--- config.mk ---
export PLATFORM = sky130hd
export DESIGN_NAME = reg_apb_bridge
export DESIGN_NICKNAME = d
export VERILOG_FILES = /design/src/rtl/reg_apb_bridge.sv
export SDC_FILE = /design/constraint.sdc
export NUM_CORES = 1
export LEC_CHECK = 0
export BUFFER_PORTS_ARGS = -buffer_cell sky130_fd_sc_hd__buf_2
export CAP_MARGIN = 20
export CORE_AREA = 2 2 102 104
export CTS_BUF_LIST = sky130_fd_sc_hd__clkbuf_4
export DETAILED_ROUTE_END_ITERATION = 10
export DIE_AREA = 0 0 104 106
export PLACE_DENSITY = 0.78
export SETUP_SLACK_MARGIN = 0.1
export SLEW_MARGIN = 30
export SYNTH_ARGS = -nofsm -noshare
export SYNTH_HDL_FRONTEND = slang
export SYNTH_SLANG_ARGS = --single-unit
--- constraint.sdc ---
create_clock -name clk -period 2 [get_ports clk]
set_clock_uncertainty 0.05 [all_clocks]
set_input_delay 0.4 -clock clk [delete_from_list [all_inputs] [get_ports clk]]
set_output_delay 0.4 -clock clk [all_outputs]
set_load 0.01 [all_outputs]
--- src/rtl/reg_apb_bridge.sv ---
// APB register front end: decodes paddr into a sub-block select and a 12-bit offset,
// pulses a per-sub-block write enable and muxes read data back with programmable wait states.
module reg_apb_bridge #(
  parameter int NUM_SUB  = 4,
  parameter int WAIT_CYC = 0
) (
  input  logic                  clk,
  input  logic                  rst,
  input  logic                  psel,
  input  logic                  penable,
  input  logic                  pwrite,
  input  logic [15:0]           paddr,
  input  logic [31:0]           pwdata,
  output logic [31:0]           prdata,
  output logic                  pready,
  output logic                  pslverr,
  output logic [11:0]           sub_reg_addr,
  output logic [31:0]           reg_wr_data,
  output logic [NUM_SUB-1:0]    reg_wr_en,
  input  logic [NUM_SUB*32-1:0] reg_rd_data
);

  localparam logic [1:0] IDLE = 2'd0;
  localparam logic [1:0] WAIT = 2'd1;
  localparam logic [1:0] DONE = 2'd2;

  logic [1:0]         state;
  logic [3:0]         cnt;
  logic               lat_write;
  logic [3:0]         lat_idx;
  logic               err;
  logic [31:0]        sel_data;
  logic [NUM_SUB-1:0] wr_mask;

  // Misalignment is taken from the latched offset, which already carries paddr[1:0].
  always_comb begin
    err      = ({1'b0, lat_idx} >= 5'(NUM_SUB)) || (sub_reg_addr[1:0] != 2'b00);
    sel_data = '0;
    wr_mask  = '0;
    for (int unsigned i = 0; i < NUM_SUB; i++) begin
      if (lat_idx == 4'(i)) begin
        sel_data   = reg_rd_data[32*i +: 32];
        wr_mask[i] = 1'b1;
      end
    end
  end

  always_ff @(posedge clk) begin
    if (rst) begin
      state        <= IDLE;
      cnt          <= '0;
      lat_write    <= 1'b0;
      lat_idx      <= '0;
      prdata       <= '0;
      pready       <= 1'b0;
      pslverr      <= 1'b0;
      sub_reg_addr <= '0;
      reg_wr_data  <= '0;
      reg_wr_en    <= '0;
    end else begin
      case (state)
        IDLE: begin
          if (psel && !penable) begin
            sub_reg_addr <= paddr[11:0];
            reg_wr_data  <= pwdata;
            lat_write    <= pwrite;
            lat_idx      <= paddr[15:12];
            cnt          <= '0;
            state        <= WAIT;
          end
        end
        WAIT: begin
          if (!psel) begin
            state <= IDLE;
          end else if (cnt == 4'(WAIT_CYC)) begin
            state   <= DONE;
            pready  <= 1'b1;
            pslverr <= err;
            if (lat_write) begin
              if (!err) reg_wr_en <= wr_mask;
            end else begin
              prdata <= err ? '0 : sel_data;
            end
          end else begin
            cnt <= cnt + 4'd1;
          end
        end
        DONE: begin
          pready    <= 1'b0;
          pslverr   <= 1'b0;
          reg_wr_en <= '0;
          state     <= IDLE;
        end
        default: state <= IDLE;
      endcase
    end
  end

endmodule

==> impl_metrics.tcl <==
set metrics [dict create \
    worst_ep_required_time_ns 2.33 \
    top_usage_layer "met2" \
    fmax_mhz 530 \
    synth-edff-count 0 \
    crit_type "flop to flop" \
    synth_top_cell_by_area "dfxtp_1" \
    worstHoldPathCells 3 \
    cts_hold_buffers 0 \
    cts_root_buf "clkbuf_4" \
    pwr-share-seq 0.526 \
    antenna_found_initial 2 \
    fin_crit_sh 0.944 \
    grt.met3_usage 0.0662 \
    synth_warnings 0 \
    yosysMostFrequentCell "nand2_1" \
    rows 37 \
    synth_cell_types 34 \
    final_util 0.580 \
    grt_max_degree 54 \
    initial_core_util 0.406 \
    ys_ff_latch 93 \
    synth_top_area_share 0.458 \
    cts.clk_slew.worst_paths_ns 0.15 \
    num_vias 4144 \
    drv_slew 0 \
    holdPathEnd "lat_idx[1]" \
    cts.htree.levels 3 \
    max-vdd-ir-drop_v 0.000480 \
    num_io_pins 263 \
    min_from "paddr[13]" \
    gr-total-overflow 0 \
    worst-path-max-fanout 8 \
    avgSynthCellArea_um2 9.98 \
    power_leakage_nw 2.68 \
    critPathLaunchType "flop" \
    cts_buffer_depth 2 \
    r2r-end "prdata[15]" \
    clkSinkCount 93 \
    wirelength_um 13200 \
    arrival_ns 2.22 \
    p_int_mw 2.75 \
    clkPwrFrac 0.311 \
    hold_class "input pin to flop" \
    drt_pass1_iterations 4 \
    die_h_um 106 \
    gp_congestion 0.935 \
    end_kind "flop" \
    nets 845 \
    syn_to_final_growth_pct 42.8 \
    cap_viol_max_count 0 \
    yosys-top-cells-count "nand2_1 (104), dfxtp_1 (93), a21oi_1 (54)" \
    relSlewSlack 0.740 \
    post-route-min-period_ns 1.89 \
    setup_viol 0 \
    grtUsageTotal 0.235 \
    r2r_start "cnt[0]" \
    met1_usage 0.280 \
    synthArstFlopShare 0 \
    hpwl_um 10100 \
    rr_worst_depth 8 \
    drc 0 \
    initialDrtViolationCount 211 \
    tightest_slew_ns 0.390 \
    antenna_left 0 \
    synth_area_leaders "dfxtp_1 (46%), mux4_2 (14%), nand2_1 (9.6%), a21oi_1 (6.7%), a22o_1 (6.5%)" \
    nFillCells 895 \
    grt_pass1_vias 4029 \
    avgRoutedWirePerCell_um 16.4 \
    synthCells 407 \
    ys.flop_type "dfxtp_1" \
    hold_viol 0 \
    outcome "finished, final reports clean" \
    syn_area_um2 4060 \
    cts_made_buffers 9 \
    grt_setup_unrepaired "yes" \
    synth_seq_area_share 0.458 \
    layout-drive-gt1-share 0.501 \
    core_area_um2 10000 \
    netSwitchingFraction 0.258 \
    port_buffers 262 \
    grt_pass1_wl_um 20300 \
    die-area_um2 11000 \
    cts_tree "yes" \
    gr-usage-met2 0.402 \
    synth_nets 590 \
    die_x_um 104 \
    clock_latency_ns 0.43 \
    vias_per_cell 5.15 \
    fin_setup_tns_ns 0 \
    switchingPower_mw 0.956 \
    cellPowerDensity_nw_per_um2 640 \
    p_comb_frac 0.163 \
    reg2reg_slack_ns 0.11 \
]
==> power groups by stage <==
| stage | registers [mW] | logic, mW | clock network [mW] |
|---|---|---|---|
| floorplan | 2.01 | 0.273 | 0 |
| global placement | 1.99 | 0.592 | 0 |
| detailed placement | 1.99 | 0.604 | 0 |
| CTS | 1.95 | 0.606 | 1.18 |
| global route | 1.96 | 0.661 | 1.27 |
| finish | 1.95 | 0.605 | 1.15 |
==> per-stage QoR <==
stage               cells  power [mW]  cell area, µm²  worst slack [ns]  hold slack [ns]
global placement      779        2.58            5510             0.103            0.387
detailed placement    779        2.59            5510            0.0289            0.395
global route          805        3.89            5800            0.0403            0.104
CTS                   795        3.74            5680             0.105            0.108
finish                805        3.71            5800             0.112            0.128
floorplan             407        2.29            4060             0.284            0.426
==> area by class of cell <==
class | count | area, µm² | area share
Antenna cell | 2 | 5.00 | 0.000863
Clock buffer | 10 | 75.1 | 0.0129
Clock inverter | 6 | 85.1 | 0.0147
Inverter | 4 | 15.0 | 0.00259
Multi-Input combinational cell | 274 | 2050 | 0.353
Sequential cell | 93 | 1870 | 0.322
Tap cell | 136 | 170 | 0.0293
Timing Repair Buffer | 280 | 1530 | 0.264
==> worst max path at each step <==
stage                start            to  slack [ns]  cells after the start
floorplan           cnt[0]     prdata[0]        0.28                      7
global route        cnt[0]    prdata[15]        0.04                      8
CTS                 cnt[0]  reg_wr_en[0]        0.11                      6
finish              cnt[0]    prdata[15]        0.11                      8
global placement    cnt[0]    prdata[21]        0.10                      7
detailed placement  cnt[0]    prdata[21]        0.03                      7
==> cell families after synthesis <==
kind of cell,after synthesis,synth area share
simple gates,131,0.155
compound gates,104,0.166
flops,93,0.458
buf+inv,40,0.0465
mux,36,0.166
fa+ha+maj,2,0.00616
xor+xnor,1,0.00216
==> per-layer routing <==
layer,share of wire,vias to the layer above
met3,0.091,19
met1,0.40,1941
met2,0.49,205
met5,0,-
li1,-,1979
met4,0.023,0
==> repair_timing <==
action	CTS	global route
resized for setup	2	7
setup endpoints to repair	33	33
pin swaps	0	4
setup buffers	0	6
gates cloned	0	2
==> state kept, by name (all words and copies together) (netlist names) <==
name / flops
lat_idx: 4
pready: 1
lat_write: 1
prdata: 32
pslverr: 1
reg_wr_en: 4
state: 2
cnt: 4
reg_wr_data: 32
sub_reg_addr: 12
==> critical path, stage by stage (launching register included) <==
cell	delay [ns]
dfxtp_4	0.38
inv_2	0.06
ha_4	0.12
nor3b_4	0.32
nand2_2	0.13
nor4b_4	0.29
buf_4	0.19
clkbuf_16	0.15
a22o_1	0.13
==> placed cells by master, fill, tap and decap left out, drive strengths merged, types with 2 or more instances in the layout <==
cell    count
dfxtp      93
mux2i      10
nor2        7
a21oi      54
a32o        2
nor4b       3
nand2b      3
diode       2
or3         3
clkinv      3
inv         5
ha          2
nand2     104
o221ai      6
or3b        2
mux4       25
o21ai       9
or4b        2
buf       278
a22o       30
bufinv      2
clkbuf     12
Note: power is estimated with default switching activity, not from simulation.
